`src/rtl/wb_port_arb_ysyx23060136_pkg.sv`:
```
// Shared definitions for the GPR write-port arbiter: register index width and arbiter states.
package DEFINES_ysyx23060136;
   localparam int GPR_IDX_W = 5;

   typedef enum logic [1:0] {
      EMPTY  = 2'd0,
      HELD   = 2'd1,
      DRAIN  = 2'd2,
      HALTED = 2'd3
   } arb_state_t;
endpackage

```
`src/rtl/wb_port_arb_ysyx23060136.sv`:
```
// Shares the GPR write port between WB (zero latency) and a one-entry MDU result buffer.
// MDU writes land 1..STARVE_LIMIT+1 cycles after acceptance; WB is stalled one cycle when the buffer starves.
module wb_port_arb_ysyx23060136
   import DEFINES_ysyx23060136::*;
#(
   parameter int STARVE_LIMIT = 4,
   parameter int CNT_W        = $clog2(STARVE_LIMIT + 1)
) (
   input  logic                 clk,
   input  logic                 rst,
   input  logic                 pipe_i_valid,
   input  logic                 pipe_i_write_gpr,
   input  logic [GPR_IDX_W-1:0] pipe_i_rd,
   input  logic [31:0]          pipe_i_data,
   input  logic                 pipe_i_system_halt,
   output logic                 pipe_o_stall,
   input  logic                 mdu_i_valid,
   input  logic [GPR_IDX_W-1:0] mdu_i_rd,
   input  logic [31:0]          mdu_i_data,
   output logic                 mdu_o_ready,
   output logic                 rf_o_wen,
   output logic [GPR_IDX_W-1:0] rf_o_rd,
   output logic [31:0]          rf_o_busW,
   output logic                 arb_o_pending,
   output logic [GPR_IDX_W-1:0] arb_o_pending_rd,
   output logic                 arb_o_halt
);

   arb_state_t           state;
   logic [CNT_W-1:0]     cnt;
   logic [GPR_IDX_W-1:0] buf_rd;
   logic [31:0]          buf_data;

   logic                 pipe_want, force_buf, pipe_wr, buf_wr, waw_drop;
   logic                 stall, ready, wen, mdu_keep, halt_go, buf_vld, nxt_vld;
   logic [GPR_IDX_W-1:0] wrd;
   logic [31:0]          wdata;

   assign buf_vld = (state == HELD) || (state == DRAIN);

   always_comb begin
      pipe_want = pipe_i_valid && pipe_i_write_gpr && (pipe_i_rd != '0);
      force_buf = 1'b0;
      pipe_wr   = 1'b0;
      buf_wr    = 1'b0;
      waw_drop  = 1'b0;
      stall     = 1'b0;
      ready     = 1'b0;
      wen       = 1'b0;
      wrd       = '0;
      wdata     = '0;
      case (state)
         EMPTY, HELD: begin
            force_buf = (state == HELD) && (cnt == CNT_W'(STARVE_LIMIT)) && pipe_want;
            if (force_buf) begin
               stall  = 1'b1;
               wen    = 1'b1;
               wrd    = buf_rd;
               wdata  = buf_data;
               buf_wr = 1'b1;
            end else if (pipe_want) begin
               pipe_wr = 1'b1;
               wen     = 1'b1;
               wrd     = pipe_i_rd;
               wdata   = pipe_i_data;
               // the committing instruction is younger, so its write supersedes the buffered one
               waw_drop = (state == HELD) && (pipe_i_rd == buf_rd);
            end else if (state == HELD) begin
               wen    = 1'b1;
               wrd    = buf_rd;
               wdata  = buf_data;
               buf_wr = 1'b1;
            end
            ready = (state == EMPTY) || buf_wr || waw_drop;
         end
         DRAIN: begin
            stall  = 1'b1;
            wen    = 1'b1;
            wrd    = buf_rd;
            wdata  = buf_data;
            buf_wr = 1'b1;
         end
         default: stall = 1'b1;
      endcase
      mdu_keep = mdu_i_valid && ready && (mdu_i_rd != '0) &&
                 !(pipe_wr && (pipe_i_rd == mdu_i_rd));
      halt_go  = pipe_i_valid && pipe_i_system_halt && !stall;
      nxt_vld  = mdu_keep || (buf_vld && !buf_wr && !waw_drop);
   end

   always_ff @(posedge clk) begin
      if (rst) begin
         state    <= EMPTY;
         cnt      <= '0;
         buf_rd   <= '0;
         buf_data <= '0;
      end else begin
         if (mdu_keep) begin
            buf_rd   <= mdu_i_rd;
            buf_data <= mdu_i_data;
         end
         case (state)
            EMPTY, HELD: begin
               if (halt_go) state <= nxt_vld ? DRAIN : HALTED;
               else         state <= nxt_vld ? HELD  : EMPTY;
            end
            default: state <= HALTED;
         endcase
         if (!nxt_vld || buf_wr || waw_drop)
            cnt <= '0;
         else if ((state == HELD) && (cnt != CNT_W'(STARVE_LIMIT)))
            cnt <= cnt + CNT_W'(1);
      end
   end

   // outputs show reset values while rst is held, whatever the registered state
   assign pipe_o_stall     = !rst && stall;
   assign mdu_o_ready      = rst || ready;
   assign rf_o_wen         = !rst && wen;
   assign rf_o_rd          = rst ? '0 : wrd;
   assign rf_o_busW        = rst ? '0 : wdata;
   assign arb_o_pending    = !rst && buf_vld;
   assign arb_o_pending_rd = arb_o_pending ? buf_rd : '0;
   assign arb_o_halt       = !rst && (state == HALTED);

endmodule

```
`config.mk`:
```
export PLATFORM = sky130hd
export DESIGN_NAME = wb_port_arb_ysyx23060136
export DESIGN_NICKNAME = d
export VERILOG_FILES = /design/src/rtl/wb_port_arb_ysyx23060136_pkg.sv /design/src/rtl/wb_port_arb_ysyx23060136.sv
export SDC_FILE = /design/constraint.sdc
export NUM_CORES = 1
export LEC_CHECK = 0
export BUFFER_PORTS_ARGS = -buffer_cell sky130_fd_sc_hd__buf_2
export CORE_MARGIN = 5
export CORE_UTILIZATION = 46
export CTS_CLUSTER_SIZE = 16
export DETAILED_ROUTE_END_ITERATION = 6
export PLACE_DENSITY = 0.83
export SYNTH_ARGS = -nofsm -noshare
export SYNTH_HDL_FRONTEND = slang
export SYNTH_SLANG_ARGS = --single-unit
```
`constraint.sdc`:
```
create_clock -name clk -period 2.7 [get_ports clk]
set_input_delay 0.54 -clock clk [delete_from_list [all_inputs] [get_ports clk]]
set_output_delay 0.54 -clock clk [all_outputs]
set_load 0.01 [all_outputs]
```
==> results of run 1 <==
## kinds of logic after synthesis
kind of cell	count (synthesis)	synth area share [%]
compound gates	53	17.0
xor+xnor	12	4.21
fa+ha+maj	7	3.51
buf+inv	26	6.02
flops	42	33.7
mux	38	15.3
simple gates	111	20.3
## layout make-up
cell class,instances,area (um^2)
fill,382,1460
multi-input combinational,221,1670
sequential,42,848
tap,70,87.6
timing repair buffer,154,992
inverter,6,27.5
clock buffer,6,72.6
clock inverter,2,13.8
## through the flow
| step | total power, uW | hold WS (ns) |
|---|---|---|
| 5_1_grt | 2970 | 0.477 |
| 4_1_cts | 2530 | 0.462 |
| 3_5_place_dp | 1950 | 0.487 |
| 3_3_place_gp | 1930 | 0.476 |
| 6_report | 2800 | 0.471 |
| 2_1_floorplan | 1640 | 0.461 |
## registers in the layout, summed over array words and instances (netlist names)
signal	count
buf_data	32
cnt	3
buf_rd	5
state	2
## where the power goes
group	internal, uW	switching [uW]	total (uW)
registers	731	83.3	814
logic	770	809	1580
clock network	183	223	406
## path summary, 6_finish.rpt
kind,endpoint,slack [ns]
setup / recovery,rf_o_busW[18],-0.08
hold / removal,buf_data[13],0.47
setup reg to reg,buf_rd[1],0.14
hold reg to reg,buf_data[2],0.51
## metal layers
metal	part of all wire, %	vias to the layer above	global-route usage, %
li1	-	1292	-
met1	39	1274	25.0
met2	51	125	37.1
met3	7.0	28	4.94
met4	3.2	0	7.02
met5	0	-	0
## worst max-delay path: cells and delay by family (launching register included)
family / cells / cell delay, ns
buffers and inverters: 3 / 0.41
and+or+nand+nor: 3 / 0.55
adders and majority gates: 1 / 0.19
DFF: 1 / 0.34
AOI/OAI and AO/OA: 2 / 0.45
## placed cells by master, fill, tap and decap left out, types with 5 or more instances in the layout
cell / count
dfxtp_1: 38
a22oi_2: 26
and2_1: 5
buf_4: 16
xnor2_1: 8
buf_2: 126
nor2_1: 84
clkbuf_8: 5
mux2i_1: 37
a22oi_1: 11
## repair_timing
item | in CTS | in global routing
setup buffers | 4 | 8
cloned | 1 | 4
pin swaps | 3 | 11
gates resized for setup | 27 | 26
endpoints found under the setup margin | 37 | 38
==> flow_summary.ini, run 1 <==
[floorplan]
die_width_um = 83.6
die_area_um2 = 6990
start_util_pct = 48.2
std_cell_rows = 26
io_pins = 127
coreArea_um2 = 5170
die_y_um = 83.6

[synth]
yosys-top-cells-count = nor2_1 (84), dfxtp_1 (42), a22oi_1 (37), mux2i_1 (37), clkbuf_1 (11)
synth_cells = 289
ys_seq_elements = 42
syn-cell-area_um2 = 2490
syn_nets = 376
synth.most_common_cell = nor2_1
synth_area_leader_cell = dfxtp_1
synth_top_area_share_pct = 33.7
yosys_warnings = 0
synth_cell_type_count = 45
avgSynthCellArea_um2 = 8.63
synthArstFlopShare_pct = 0
synth.area.top_cells = dfxtp_1 (34%), mux2i_1 (15%), nor2_1 (13%)
synth_edf_count = 0
synth_seq_area_share_pct = 33.7
synth-main-ff-cell = dfxtp_1

[place]
place_area_um2 = 3190
portBuffers = 126
dpl.cell_count = 476
hpwl_um = 5310
preCtsSetupSlack_ns = 0.0958
gp_congestion = 0.897

[drt]
final_antenna_net_count = 0
drt_iter0_drc = 132
wl_per_cell_um = 16.9
viasPerCell = 5.43
firstDrtPassIters = 6
num_vias = 2719
routed_wl_um = 8450
drc = 0

[setup_path]
max_stage_delay_ns = 0.34
crit_path_start_kind = flip-flop
end_kind = output port
crit_path_cell_trace = inv_1 -> ha_2 -> and3_4 -> a211o_1 -> or2_4 -> clkbuf_16 -> a22oi_2 -> nor2_1 -> buf_2
slowest_stage = dfxtp_2
critPathKind = flip-flop to output port
crit_start = cnt[1]
reg2reg_from = state[1]
worst_ep_arrival_time_ns = 2.24
critPathRequiredTime_ns = 2.16
critical_path_peak_fanout = 5
reg2reg_depth = 11

[cells_and_area]
postLayoutCellArea_um2 = 3710
fin_util_pct = 71.7
n_antenna_cell = 0
drive_gt1_share_pct = 48.0
nets = 517
syn2layout_area_growth_pct = 48.8
final_cells = 501

[clock_network]
root_buffer = clkbuf_8
hold_buffers = 0
cts_htree_levels = 2
clk_pin_slew_ns = 0.08
cts-buffers-inserted = 5
clk_latency_ns = 0.30
max-clock-path-buffers = 2
cts_tree = built
clock-sinks = 42

[timing]
setup_viol = 36
tightest_slew_ns = 0.732
fmax_mhz = 360
clock-skew-final_ns = 0.00642
fin_crit_sh_pct = 103
drv_slew = 0
fin_setup_tns_ns = -1.89
hold_viol = 0
setup_ws_ns = -0.0787
rsz0062_at_grt = yes
max_slew_margin_pct = 51.2
post-route-min-period_ns = 2.78

[global_route]
grt_pass1_vias = 2732
grt_pass1_wl_um = 12400
grt_usage_pct = 21.1
antenna_found_initial = 0
overflow = 0
grt_max_degree = 41

[min_path]
hold_depth = 3
holdCritPathClass = input pin to flip-flop
hp-start = mdu_i_data[13]

[power]
vdd_drop_max_mv = 0.444
p_per_area_nw_per_um2 = 755
leakage_uw = 0.00171

[flow_run]
drv_cap = 0

[outcome]
status = finished with violations
violations = negative setup slack
(Power assumes the default switching activity.)
==> run 2: changes to the inputs <==
--- a/config.mk
+++ b/config.mk
@@ -10,6 +10,7 @@
 export CORE_UTILIZATION = 46
 export CTS_CLUSTER_SIZE = 16
 export DETAILED_ROUTE_END_ITERATION = 6
+export GPL_TIMING_DRIVEN = 0
 export PLACE_DENSITY = 0.83
 export SYNTH_ARGS = -nofsm -noshare
 export SYNTH_HDL_FRONTEND = slang
==> run 2 against run 1 <==
  * The run still ends with negative setup slack left
  * Design area rose by 1.4%
  * Clock skew increased by 0.0024 ns
  * First-iteration DRC count rose by 24%
  * Die area stayed put
  * Maximum frequency is 2.4% lower
  * Utilization grew 1.0 points
  * Flip-flop and latch count did not move
  * Critical path type unchanged
==> flow_summary.ini, run 2 (same netlist as run 1, synthesis figures left out) <==
[timing]
post-route-min-period_ns = 2.85
clock-skew-final_ns = 0.00885
fin_crit_sh_pct = 105
hold_viol = 0
tightest_slew_ns = 0.606
fmax_mhz = 351
rsz0062_at_grt = yes
setup_ws_ns = -0.148
max_slew_margin_pct = 59.6
fin_setup_tns_ns = -2.80
setup_viol = 37
drv_slew = 0

[min_path]
holdCritPathClass = input pin to flip-flop
hp-start = mdu_i_data[26]
hold_depth = 3
worstHoldEndpoint = buf_data[26]

[setup_path]
reg2reg_from = state[0]
crit_path_start_kind = flip-flop
end_kind = output port
critPathKind = flip-flop to output port
reg2reg_depth = 13
r2r_slack_ns = 0.27
reg2reg_to = buf_rd[1]
worst_ep_arrival_time_ns = 2.31
critical_path_peak_fanout = 8
critPathRequiredTime_ns = 2.16

[clock_network]
max-clock-path-buffers = 2
hold_buffers = 0
clock-sinks = 42
cts-buffers-inserted = 5
clk_pin_slew_ns = 0.09
root_buffer = clkbuf_8
cts_tree = built
clk_latency_ns = 0.29
cts_htree_levels = 2

[cells_and_area]
final_cell_mix = buf_2 (126), nor2_1 (84), dfxtp_1 (38)
largest-register = buf_data
drive_gt1_share_pct = 48.9
largest_register_ffs = 32
syn2layout_area_growth_pct = 50.9
nets = 526
final_common_cell = buf_2
reg_top3 = buf_data x32, buf_rd x5, cnt x3
n_antenna_cell = 0

[power]
vdd_drop_max_mv = 0.431
p_per_area_nw_per_um2 = 774
p_total_uw = 2910
leakage_uw = 0.00172

[floorplan]
die_width_um = 83.6
std_cell_rows = 26
coreArea_um2 = 5170
start_util_pct = 48.2
die_y_um = 83.6
die_area_um2 = 6990
io_pins = 127

[place]
portBuffers = 126
gp_congestion = 0.854
preCtsSetupSlack_ns = -0.279
hpwl_um = 5660

[drt]
firstDrtPassIters = 4
viasPerCell = 5.27
wl_per_cell_um = 15.9
drc = 0
drt_iter0_drc = 164
final_antenna_net_count = 0
num_vias = 2686
routed_wl_um = 8100

[global_route]
grt_max_degree = 14
overflow = 0
grt_pass1_wl_um = 12800
grt_usage_pct = 21.7
antenna_found_initial = 0
grt_pass1_vias = 2844

[outcome]
status = finished with violations
violations = negative setup slack

[flow_run]
drv_cap = 0
[run 2: changes by cell type in the layout (fill, tap and decap cells not counted), moves of 3 or more]
| cell | change |
|---|---|
| clkbuf_1 | +7 |
| a22oi_1 | -7 |
| a22oi_2 | +7 |
| clkbuf_4 | +3 |
| buf_8 | +3 |
[run 2: power breakdown]
| group | switching (uW) | internal (uW) |
|---|---|---|
| clock network | 224 | 206 |
| registers | 90.8 | 729 |
| logic | 820 | 843 |
| total | 1140 | 1780 |
[run 2: worst max-delay path by stage]
stage                  start             to  cells after the start
floorplan           state[1]  rf_o_busW[10]                      9
global placement    state[1]   rf_o_busW[8]                     10
detailed placement  state[1]  rf_o_busW[18]                     10
CTS                 state[1]  rf_o_busW[11]                     10
global route        state[1]  rf_o_busW[18]                     10
finish              state[1]  rf_o_busW[18]                     10
[run 2: timing repair]
action	CTS	global route
setup endpoints to repair	61	37
buffers inserted	12	1
gates cloned	2	2
pin swaps	11	22
gates resized for setup	46	27
[run 2: final cells by class]
type	instances	area (um^2)
clock buffer	6	82.6
multi-input combinational	221	1700
clock inverter	2	12.5
fill	401	1410
buffer	20	189
sequential	42	848
inverter	6	22.5
tap	70	87.6
timing repair buffer	143	817
[run 2: metrics by stage]
stage / utilization [%] / instances / hold WS (ns) / instance area (um^2)
after floorplan: - / 289 / 0.461 / 2490
after global placement: 62.1 / 485 / 0.476 / 3210
after detailed placement: 62.1 / 485 / 0.488 / 3210
after CTS: 69.5 / 507 / 0.482 / 3590
after global routing: 72.7 / 510 / 0.488 / 3760
final: 72.7 / 510 / 0.485 / 3760
[run 2: routing by layer]
metal	GRT usage [%]	part of all wire (%)	routed length, um
met5	0	0	0
met4	7.60	1.8	142
met3	5.43	6.8	551
met2	38.2	50	4080
met1	25.6	41	3320
[run 2: critical path, cell delays in order (launching register included)]
cell	delay, ns
dfxtp_4	0.36
inv_2	0.05
ha_4	0.18
nor3b_1	0.14
a211o_1	0.31
or2_4	0.25
buf_12	0.15
clkbuf_16	0.16
a22oi_2	0.21
nor2_1	0.05
buf_2	0.15
==> run 3: changes to the inputs <==
--- a/config.mk
+++ b/config.mk
@@ -5,6 +5,7 @@
 export SDC_FILE = /design/constraint.sdc
 export NUM_CORES = 1
 export LEC_CHECK = 0
+export ABC_AREA = 1
 export BUFFER_PORTS_ARGS = -buffer_cell sky130_fd_sc_hd__buf_2
 export CORE_MARGIN = 5
 export CORE_UTILIZATION = 46
==> constraint.sdc (replaced) <==
create_clock -name clk -period 3.15 [get_ports clk]
set_input_delay 0.63 -clock clk [delete_from_list [all_inputs] [get_ports clk]]
set_output_delay 0.63 -clock clk [all_outputs]
set_load 0.01 [all_outputs]
==> run 3 against run 2 <==
  * The flow now finishes without violations
  * Via count up 8.3%
  * Clock power down 19%
  * Flip-flop and latch count unchanged
  * Clock skew down 0.00083 ns
  * Synthesized area down 0.95%
  * Total power down 43%
  * Combinational power down 61%
  * Highest routed layer unchanged
==> flow_summary.ini, run 3 <==
[clock_network]
clk_latency_ns = 0.30
clk_pin_slew_ns = 0.08
clock-sinks = 42
hold_buffers = 0
root_buffer = clkbuf_8
max-clock-path-buffers = 2
post_cts_buffers = 0
cts_tree = built
cts_htree_levels = 2
cts-buffers-inserted = 5

[drt]
final_antenna_net_count = 0
wl_met2_um = 3690
wl_met3_um = 615
viasPerCell = 4.99
num_vias = 2910
drc = 0
routed_wl_um = 7610
highest_layer = met4
wl_per_cell_um = 13.1
firstDrtPassIters = 5
wl_met1_um = 3080
drt_iter0_drc = 176

[synth]
synth_top_area_share_pct = 34.0
synth_seq_area_share_pct = 34.0
ys_seq_elements = 42
synth_cell_type_count = 29
synth_area_leader_cell = dfxtp_1
syn_nets = 466
synth_top_family_by_area = simple AND/OR/NAND/NOR gates
synth_edf_count = 0
yosys-top-cells-count = nor2_1 (133), dfxtp_1 (42), nand2_1 (40), a22oi_1 (34), inv_1 (27)
muxShareOfSynthArea_pct = 0
synth_fa_ha_area_share_pct = 3.55
synth_compound_area_share_pct = 20.5
synth.area.top_cells = dfxtp_1 (34%), nor2_1 (20%), a22oi_1 (10%)
syn-cell-area_um2 = 2470
yosys_warnings = 0
synth_cells = 379
synth.most_common_cell = nor2_1
synth_xor_area_share_pct = 1.77
post_synth_and_or_nand_nor_area_fraction_pct = 30.9
synthArstFlopShare_pct = 0
synth-main-ff-cell = dfxtp_1
avgSynthCellArea_um2 = 6.52

[timing]
fin_setup_tns_ns = 0
setup_viol = 0
tightest_slew_ns = 0.476
fmax_mhz = 336
hold_ws_ns = 0.487
max_slew_margin_pct = 68.3
hold_viol = 0
drv_slew = 0
fin_crit_sh_pct = 94.5
post-route-min-period_ns = 2.98
clock-skew-final_ns = 0.00802

[place]
hpwl_um = 5860
portBuffers = 126
gp_congestion = 0.860

[cells_and_area]
final_cell_mix = nor2_1 (132), buf_2 (131), dfxtp_1 (42)
multi_input_area_um2 = 1410
seq_area_um2 = 841
fill_cells = 501
n_antenna_cell = 0
largest-register = buf_data
syn2layout_area_growth_pct = 33.2
final_common_cell = nor2_1
nets = 599
drive_gt1_share_pct = 30.4
fin_util_pct = 63.6
reg_top3 = buf_data x32, buf_rd x5, cnt x3
largest_register_ffs = 32

[floorplan]
die_width_um = 83.3
coreArea_um2 = 5170
die_y_um = 83.3
io_pins = 127
std_cell_rows = 26
die_area_um2 = 6930
start_util_pct = 47.8

[setup_path]
crit_path_start_kind = flip-flop
critPathKind = flip-flop to output port
end_kind = output port
critical_path_peak_fanout = 10
critPathRequiredTime_ns = 2.52
worst_ep_arrival_time_ns = 2.35

[global_route]
antenna_found_initial = 0
grt_pass1_wl_um = 12600
grt_max_degree = 14
grt_pass1_vias = 2789
grt_usage_pct = 21.7
overflow = 0

[outcome]
status = completed

[min_path]
holdCritPathClass = flip-flop to flip-flop

[power]
p_total_uw = 1660
vdd_drop_max_mv = 0.291
p_per_area_nw_per_um2 = 506
leakage_uw = 0.00169

[flow_run]
drv_cap = 0
-- run 3: worst max-delay path, cell delays in order, from the launching register on --
cell	delay, ns
dfxtp_1	0.42
inv_1	0.12
ha_1	0.24
nor2_2	0.18
inv_1	0.10
nand4_1	0.13
clkinv_2	0.17
clkbuf_2	0.24
a22oi_1	0.22
nor2_1	0.07
buf_2	0.16
-- run 3: logic make-up after synthesis --
logic type               count (synthesis)
AND/OR/NAND/NOR                        192
XOR/XNOR                                 5
flip-flops                              42
buffers and inverters                   51
AO/OA/AOI/OAI                           82
adder cells (fa/ha/maj)                  7
-- run 3: layer usage --
metal	global-route usage (%)	up-vias
met3	5.45	20
li1	-	1501
met2	37.6	116
met4	8.77	0
met1	25.3	1273
met5	0	-
-- run 3: final timing paths --
check | startpoint | end | slack, ns | cells past startpoint
max | state[1] | rf_o_busW[19] | 0.17 | 10
max reg2reg | state[1] | buf_rd[3] | 1.08 | 12
min | buf_data[11] | buf_data[11] | 0.49 | 2
min reg2reg | buf_data[11] | buf_data[11] | 0.49 | 2
-- run 3: report_power, final --
| group | switching [uW] | leakage [uW] | internal (uW) |
|---|---|---|---|
| combinational | 396 | 0.00130 | 257 |
| sequential | 52.3 | 0.000347 | 612 |
| clock | 190 | 0.0000452 | 156 |
| total | 638 | 0.00169 | 1030 |
-- run 3: area by class of cell --
class | instances | area share (%)
inverter | 31 | 3.65
clock buffer | 6 | 2.21
timing repair buffer | 126 | 19.2
clock inverter | 2 | 0.418
sequential | 42 | 25.6
buffer | 20 | 3.42
multi-input combinational | 286 | 42.9
tap | 70 | 2.66
-- run 3: timing repair --
| item | 4_1_cts | 5_1_grt |
|---|---|---|
| resized for setup | 3 | 3 |
| setup endpoints to repair | 24 | 31 |
| pin swaps | 0 | 0 |
-- run 3: stage by stage --
step / instances / setup slack [ns] / area, um^2
2_1_floorplan: 379 / 0.778 / 2470
3_3_place_gp: 575 / 0.253 / 3190
3_5_place_dp: 575 / 0.220 / 3190
4_1_cts: 583 / 0.0473 / 3280
5_1_grt: 583 / -0.00187 / 3290
6_report: 583 / 0.172 / 3290
